--- config.mk ---
export PLATFORM = sky130hd
export DESIGN_NAME = cond_issue_queue
export DESIGN_NICKNAME = d
export VERILOG_FILES = /design/src/rtl/cond_issue_queue.sv
export SDC_FILE = /design/constraint.sdc
export NUM_CORES = 1
export LEC_CHECK = 0
export CORE_MARGIN = 2
export CORE_UTILIZATION = 48
export DETAILED_ROUTE_END_ITERATION = 8
export PLACE_DENSITY = 0.83
export SYNTH_ARGS = -nofsm -noshare
export SYNTH_HDL_FRONTEND = slang
export SYNTH_SLANG_ARGS = --single-unit
--- constraint.sdc ---
create_clock -name clk -period 3.75 [get_ports clk]
set_input_delay 0.75 -clock clk [delete_from_list [all_inputs] [get_ports clk]]
set_output_delay 0.75 -clock clk [all_outputs]
set_load 0.1 [all_outputs]
--- src/rtl/cond_issue_queue.sv ---
// rtl/cond_issue_queue.sv - instruction FIFO with ARM condition evaluation, squash counting and issue register
module cond_issue_queue #(
    parameter int DATA_W = 32,
    parameter int DEPTH  = 4,
    parameter int CNT_W  = 16
) (
    input  logic              clk,
    input  logic              reset,
    input  logic              in_valid,
    output logic              in_ready,
    input  logic [DATA_W-1:0] in_data,
    output logic              out_valid,
    input  logic              out_ready,
    output logic [DATA_W-1:0] out_data,
    input  logic [31:0]       cpsr,
    input  logic              flags_busy,
    input  logic              flush,
    input  logic              cond_bypass,
    output logic [CNT_W-1:0]  squash_count
);

    localparam int AW = $clog2(DEPTH);
    localparam logic [AW:0] FULL = (AW+1)'(DEPTH);
    localparam logic [CNT_W-1:0] CNT_MAX = '1;

    logic [DATA_W-1:0] mem [DEPTH];
    logic [AW-1:0]     wr_ptr, rd_ptr;
    logic [AW:0]       count;

    logic [DATA_W-1:0] head;
    logic [3:0]        cond;
    logic              flag_n, flag_z, flag_c, flag_v;
    logic              cond_pass, cond_ok;
    logic              eval, stage_free, push, pop, load, squash;
    logic              unused_cpsr;

    assign head   = mem[rd_ptr];
    assign cond   = head[DATA_W-1 -: 4];
    assign flag_n = cpsr[31];
    assign flag_z = cpsr[30];
    assign flag_c = cpsr[29];
    assign flag_v = cpsr[28];
    assign unused_cpsr = ^cpsr[27:0];

    always_comb begin
        cond_pass = 1'b0;
        case (cond)
            4'b0000: cond_pass = flag_z;
            4'b0001: cond_pass = !flag_z;
            4'b0010: cond_pass = flag_c;
            4'b0011: cond_pass = !flag_c;
            4'b0100: cond_pass = flag_n;
            4'b0101: cond_pass = !flag_n;
            4'b0110: cond_pass = flag_v;
            4'b0111: cond_pass = !flag_v;
            4'b1000: cond_pass = flag_c && !flag_z;
            4'b1001: cond_pass = !flag_c || flag_z;
            4'b1010: cond_pass = (flag_n == flag_v);
            4'b1011: cond_pass = (flag_n != flag_v);
            4'b1100: cond_pass = !flag_z && (flag_n == flag_v);
            4'b1101: cond_pass = flag_z || (flag_n != flag_v);
            4'b1110: cond_pass = 1'b1;
            default: cond_pass = 1'b0;
        endcase
    end

    // A failing head is dropped regardless of backpressure; a passing one waits for the stage
    assign cond_ok    = cond_bypass || cond_pass;
    assign in_ready   = (count < FULL);
    assign stage_free = !out_valid || out_ready;
    assign eval       = (count != '0) && !flags_busy && !flush;
    assign load       = eval && cond_ok && stage_free;
    assign squash     = eval && !cond_ok;
    assign pop        = load || squash;
    assign push       = in_valid && in_ready && !flush;

    always_ff @(posedge clk) begin
        if (push) begin
            mem[wr_ptr] <= in_data;
        end
    end

    always_ff @(posedge clk or negedge reset) begin
        if (!reset) begin
            wr_ptr       <= '0;
            rd_ptr       <= '0;
            count        <= '0;
            out_valid    <= 1'b0;
            out_data     <= '0;
            squash_count <= '0;
        end else if (flush) begin
            wr_ptr    <= '0;
            rd_ptr    <= '0;
            count     <= '0;
            out_valid <= 1'b0;
        end else begin
            wr_ptr <= wr_ptr + AW'(push);
            rd_ptr <= rd_ptr + AW'(pop);
            count  <= count + (AW+1)'(push) - (AW+1)'(pop);
            if (load) begin
                out_valid <= 1'b1;
                out_data  <= head;
            end else if (out_ready) begin
                out_valid <= 1'b0;
            end
            if (squash && squash_count != CNT_MAX) begin
                squash_count <= squash_count + 1'b1;
            end
        end
    end

endmodule

==> summary.txt <==
Yosys
  – Post-synth top flop: edfxtp_1
  – Synth Register Bits: approximately 180
  – Register area share after synthesis: 74.1%
  – Mapped Area: slightly above 7000 sq um
  – Asr flop ratio synth: about 30%
  – Unique masters post-synth: 37
  – Post-synth EDFFs: about 130
  – Yosys warns: 0
  – Syn Nets: 442
  – Avg Inst Size Synth: 19.4 sq um
  – Cell count after synthesis: between 300 and 400

Global route
  – Vias in the first global route: ~3,900
  – Initial antenna violation count: 0
  – Largest net degree at the start of global routing: 29
  – First-pass GRT wire length: 21,100 microns
  – Grt total ovfl: 0
  – GRT Total Usage: 17.6%

Routing
  – WL/cell: between 15 and 20 microns
  – DR vias: between 3,000 and 4,000
  – Drt pass-1 iters: 5
  – Remaining DRCs: 0
  – Iter 0 DRT Violations: 171
  – Routed WL: between 10,000 and 15,000 microns
  – Antenna-violating nets left: 0
  – Via-per-instance ratio: 5.44

Placed design
  – Routability cong.: about 0.79
  – Worst slack, placed: -0.0876 ns
  – Dpl cells: 651
  – Post-DP HPWL: just over 8000 microns
  – I/O Buffers: 92

CTS
  – TritonCTS clock tree: done
  – Hold_buf cts: 0
  – Clock sinks: 184
  – Clk slew on worst S/H paths: around 0.060 ns
  – Clock buffer depth: 2
  – Clk Latency, worst-skew pair: approximately 0.42 ns
  – Htree depth: 4
  – Total CTS buffers: 17
  – CTS Root Cell: clkbuf_16

Setup path
  – Max stage delay cell, worst path: mux4_2
  – Worst r2r src: rd_ptr[0]$_DFF_PN0_
  – Kind of critical path: reg2reg
  – Crit path DAT: a little under 4 ns
  – CP endpoint: count[2]$_DFF_PN0_
  – Crit Path Max Fanout: 5
  – CP peak stage delay: ~0.58 ns
  – Critical path buffers and inverters: 2
  – Critical path origin: rd_ptr[0]$_DFF_PN0_
  – Cells along the critical path: mux4_2, or4b_1, a31oi_2, o31a_1, o21ai_1, a21oi_2, ha_1, inv_1, ha_1, inv_1, fa_1, xnor2_1, xnor2_1, nor2_1
  – Setup crit start kind: flip-flop
  – Cell depth of the worst setup path: 14
  – Setup slack on the worst flop-to-flop path: ~0.17 ns
  – R2R depth: 14
  – Family with the most delay on the worst path: adder cells
  – Crit end category: flip-flop
  – Worst Path Required: 4.06 ns
  – R2r endpoint: count[2]$_DFF_PN0_

Floorplan
  – Initial Util: roughly half
  – I/O pins: approximately 120
  – Core Footprint: 14,500 sq um
  – Die Y: around 130 microns
  – FP Rows: 44
  – Die Width: roughly 130 microns
  – Die area: 15,700 sq um

STA
  – Clock period minus worst slack: between 3 and 4 ns
  – Worst Skew: 0.00637 ns
  – Hold Fails Final Rpt: 0
  – Total negative slack: 0 ns
  – Final Worst Setup Slack: roughly 0.17 ns
  – Final setup viols: 0
  – Period utilization: between 90% and 100%
  – Slew HR: about a third
  – Max Clk Rate: approximately 280 MHz
  – Actual slew at the worst max-slew pin: 0.986 ns
  – Final Max Tran Viols: 0

Power
  – Int Pwr: between 4000 and 5000 uW
  – Switching share of power: approximately 39%
  – Lkg Pwr: between 0.003 and 0.004 uW
  – Worst VDD drop: about 480 uV
  – Reg power frac: a little under two fifths
  – Cell Pwr Density: between 700 and 800 nW/um^2
  – P_sw: roughly 2700 uW
  – Combinational fraction of design power: 36.6%
  – Clock power frac: a little over a quarter

Finish
  – Nets: 566
  – Final Core Density: a little over three fifths
  – Post-Layout Cell Count: 686
  – Syn-to-layout area delta: 28.0%
  – Fraction of layout instances using a drive strength above 1: between 20% and 30%
  – Diode count: 0

Min path
  – Worst hold path type: in2async

Job
  – Max Cap Violations: 0

Outcome
  – Status: finished clean
cell type report:
class	count	area, sq um
inverters	9	33.8
clock inverters	13	175
repair buffers	118	1150
well taps	184	230
fillers	1042	5420
clock buffers	19	453
flip-flops and latches	184	5250
multi-input cells	159	1770
cells in the mapped netlist, types with 3 or more instances:
| cell | n | area share (%) |
|---|---|---|
| xnor2_1 | 8 | 0.99 |
| dfrtp_1 | 56 | 20 |
| and3_1 | 4 | 0.35 |
| xor2_1 | 12 | 1.5 |
| inv_1 | 9 | 0.48 |
| mux2_2 | 30 | 4.8 |
| nor2b_1 | 4 | 0.35 |
| mux2_1 | 3 | 0.48 |
| ha_1 | 5 | 0.88 |
| nand3_1 | 7 | 0.49 |
| nor3_1 | 7 | 0.49 |
| mux4_2 | 32 | 10 |
| buf_6 | 3 | 0.48 |
| clkbuf_1 | 7 | 0.37 |
| edfxtp_1 | 128 | 54 |
| nor2_1 | 16 | 0.85 |
| nand2_1 | 8 | 0.42 |
worst reg2reg max path, delay by kind of cell, from the launching register on:
kind / cells / cell delay (ns)
multiplexers: 1 / 0.58
AO/OA/AOI/OAI: 4 / 0.72
flip-flops: 1 / 0.42
buffers and inverters: 2 / 0.11
XOR/XNOR: 2 / 0.32
adder cells (fa/ha/maj): 3 / 0.73
AND/OR/NAND/NOR: 2 / 0.59
how the worst min path moves through the flow:
stage	slack, ns	end	start	depth (start not counted)
3_5_place_dp	0.47	out_data[8]$_DFFE_PN0P_	out_data[8]$_DFFE_PN0P_	1
6_report	0.24	out_data[28]$_DFFE_PN0P_	reset	1
5_1_grt	0.25	out_data[14]$_DFFE_PN0P_	reset	1
4_1_cts	0.23	out_data[11]$_DFFE_PN0P_	reset	1
2_1_floorplan	0.45	count[0]$_DFF_PN0_	reset	0
3_3_place_gp	0.47	out_data[12]$_DFFE_PN0P_	out_data[12]$_DFFE_PN0P_	1
layout by cell type (no fill, tap or decap), drive strengths merged, types with 2 or more instances in the layout:
| cell type | n |
|---|---|
| dfrtp | 56 |
| nor3 | 8 |
| buf | 27 |
| nor4 | 2 |
| clkinv | 6 |
| nand2 | 8 |
| clkbuf | 19 |
| o21ai | 2 |
| inv | 10 |
| clkinvlp | 2 |
| mux4 | 32 |
| bufinv | 4 |
| and3 | 4 |
| nand3 | 7 |
| clkdlybuf4s50 | 91 |
| a21oi | 2 |
| xnor2 | 8 |
| xor2 | 12 |
| nor2b | 4 |
| nor2 | 16 |
| mux2 | 33 |
| edfxtp | 128 |
| or3 | 2 |
| ha | 5 |
| a31oi | 2 |
repair_timing:
item | CTS | global route
endpoints found under the setup margin | 0 | 1
buffers inserted | 0 | 3
resized for setup | 0 | 4
endpoints found under the hold margin | 0 | 0
registers in the layout, indices dropped and copies added (netlist names):
signal / count
squash_count: 16
out_valid: 1
out_data: 32
count: 3
wr_ptr: 2
mem: 128
rd_ptr: 2
layer usage:
metal	up-vias	track usage [%]	part of all wire, %
met1	1959	23.5	44
met2	100	29.1	51
li1	1660	-	-
met4	0	4.90	1.1
met3	12	4.54	4.1
met5	-	0	0
power groups by stage:
stage          combinational (uW)  sequential (uW)  clock (uW)
6_report                     2580             2600        1870
5_1_grt                      2670             2630        1990
4_1_cts                      2580             2600        1910
3_5_place_dp                 2580             2640           0
3_3_place_gp                 2550             2620           0
2_1_floorplan                 538             4010           0
per-stage QoR:
step                total power (uW)  cell area (sq um)  hold slack (ns)
floorplan                       4550               7080            0.454
global placement                5170               8390            0.470
detailed placement              5220               8390            0.474
CTS                             7090               9020            0.231
global route                    7290               9060            0.245
finish                          7050               9060            0.242
logic make-up after synthesis:
group,share of synthesized area [%]
muxes,15.6
buffers and inverters,1.52
AOI/OAI and AO/OA,1.01
xor gates and xnor gates,2.47
adders and majority gates,1.17
DFF,74.1
and+or+nand+nor,4.17
Power figures use the tool's default switching activity.
==> variant, RTL diff (same flow settings) <==
`DEPTH`: 4 -> 2.
--- a/src/rtl/cond_issue_queue.sv
+++ b/src/rtl/cond_issue_queue.sv
@@ -1,7 +1,7 @@
 // rtl/cond_issue_queue.sv - instruction FIFO with ARM condition evaluation, squash counting and issue register
 module cond_issue_queue #(
     parameter int DATA_W = 32,
-    parameter int DEPTH  = 4,
+    parameter int DEPTH  = 2,
     parameter int CNT_W  = 16
 ) (
     input  logic              clk,
Function: changed (Yosys sat finds a counterexample within 4 cycles, from zero or initial values and one cycle with reset low).
==> variant against the original RTL <==
Cell area down 28%; count of clock-buffer cells in the layout down 1; hold slack better by 79 ps; wire length down 30%; sequential cell count down 67; non-clock buffer count down 16; total power down 22%; sequential share of layout area down 7.8 points; synthesized area down 33%; worst setup slack better by 340 ps; critical path type unchanged; largest cell class unchanged.
==> variant: results (changes against the original RTL) <==
[cts]
clkLatencyLatePin_ps = 510  ; +90 ps
cts_root_buffer = clkbuf_8
cts_buffers = 17  ; unchanged
clk_pin_slew_ps = 60  ; about the same
cts-htree-levels = 4  ; unchanged
postCtsSetupBuffers = 0  ; unchanged
clk_path_buf_depth = 2  ; unchanged
post_cts_resized = 0  ; unchanged

[pwr]
peakVddDrop_uv = 735  ; +53%
p_leak_nw = 2.48  ; -25%
p_int_w = 0.00321  ; -26%

[outcome]
outcome = completed

[synthesis]
yosysSeqAreaShare_pct = 68.4  ; -5.7 points
synthTopCellsByCount = edfxtp_1, dfrtp_1, nand2_1
syn-num-nets = 407  ; -7.9%
async_flop_share_pct = 45.3  ; +15 points
synthTopCellsByArea = edfxtp_1, dfrtp_1, mux2i_1, o21ai_1, xnor2_1
netlist-cell-type-count = 41  ; +11%
synth-edff-count = 64  ; -50%
synth_ff_type = edfxtp_1
ys_warn_count = 0  ; unchanged

[layout]
drive_gt1_share_pct = 13.1  ; -13 points
top_regs = mem (64), out_data (32), squash_count (16)
antenna_cells = 0  ; unchanged
num-fill-cells = 682  ; -35%
nets = 515  ; -9.0%

[sta]
maxSlewHeadroom_pct = 33.3  ; -0.76 points
fin_skew_ps = 6.45  ; +0.0889 ps

[worst_setup_path]
crit_path_start = rd_ptr
endpoint = count[1]
r2r_slack_ps = 510  ; +340 ps
r2r_cells = 12  ; -2
path_max_fanout = 18  ; +13
arrival_ps = 3620  ; -260 ps

[detailed_routing]
drt_iter0_drc = 92  ; -46%
finalWirelength_um = 9330  ; -30%
drt_pass1_iterations = 4  ; -1
via_per_inst = 5.15  ; -5.4%

[grt]
grt.total_usage_pct = 19.3  ; +1.7 points
grt_pass1_vias = 3151  ; -20%
antenna_found_initial = 0  ; unchanged
grt_max_degree = 46  ; +59%
grt_pass1_wl_um = 15200  ; -28%

[hold_path]
hold_path_class = in -> async

[placed_design]
dpl.hpwl_um = 6170  ; -25%
portBuffers = 92  ; unchanged
gp_congestion = 0.809  ; +2.5%

==> variant: changes by cell type after synthesis, moves of 7 or more <==
| cell | delta |
|---|---|
| o21ai_1 | +35 |
| mux4_2 | -31 |
| mux2i_1 | +33 |
| nand3_1 | -7 |
| edfxtp_1 | -64 |
| xnor2_1 | +9 |
| xor2_1 | -10 |
| nand2_1 | +29 |
| mux2_2 | -30 |
==> variant: cells by family (layout without fill, tap and decap cells) <==
family / after synthesis / count (layout) / synth area share (%)
AOI/OAI and AO/OA: 49 / 49 / 6.32
DFF: 117 / 117 / 68.4
muxes: 37 / 37 / 8.35
xor gates and xnor gates: 20 / 20 / 3.85
adders and majority gates: 5 / 5 / 1.32
buffers and inverters: 19 / 140 / 1.95
and+or+nand+nor: 84 / 84 / 9.80
==> variant: stage by stage <==
stage / setup WS, ps / std cells / cell area (um2) / power [W]
6_report: 514 / 585 / 6480 / 0.00551
5_1_grt: 266 / 585 / 6480 / 0.00571
4_1_cts: 499 / 585 / 6480 / 0.00556
3_5_place_dp: 146 / 553 / 5850 / 0.00384
3_3_place_gp: 209 / 553 / 5850 / 0.00380
2_1_floorplan: 878 / 331 / 4750 / 0.00330
==> variant: worst min-delay path by stage <==
stage          slack (ps)               end    startpoint  depth (start not counted)
2_1_floorplan         450          count[0]         reset                          0
3_3_place_gp          470      out_data[20]  out_data[20]                          2
3_5_place_dp          470      out_data[10]  out_data[10]                          2
4_1_cts               340  squash_count[13]         reset                          1
5_1_grt               390  squash_count[13]         reset                          1
6_report              320  squash_count[13]         reset                          1
==> variant: critical path: stages, from the launching register on <==
cell,delay [ps]
dfrtp_2,600
mux2i_1,470
mux2i_1,240
a21oi_1,120
a2111oi_4,520
or2_1,180
a21oi_1,100
ha_1,290
inv_1,40
ha_1,180
xnor2_1,160
xnor2_1,140
nor2_1,60
==> variant: final cells by class <==
cell class | instances | area, um2 | area share, %
sequential | 117 | 3250 | 50.2
inverter | 6 | 22.5 | 0.348
clock buffer | 18 | 418 | 6.45
tap | 133 | 166 | 2.57
timing repair buffer | 102 | 991 | 15.3
clock inverter | 14 | 208 | 3.21
multi-input combinational | 195 | 1420 | 22.0
==> variant: power by group through the flow <==
| stage | Clock, W | Combinational, W | Sequential, W |
|---|---|---|---|
| finish | 0.00169 | 0.00209 | 0.00173 |
| global route | 0.00178 | 0.00217 | 0.00175 |
| global placement | 0 | 0.00206 | 0.00174 |
| floorplan | 0 | 0.000365 | 0.00294 |
| CTS | 0.00173 | 0.00210 | 0.00173 |
| detailed placement | 0 | 0.00209 | 0.00174 |
==> variant: per-layer routing <==
layer	global-route usage (%)	routed length [um]	share of wire, %	vias to the layer above
met3	5.44	495	5.3	21
li1	-	-	-	1416
met1	24.1	3940	42	1461
met2	31.1	4670	50	113
met4	9.31	225	2.4	0
met5	0	0	0	-
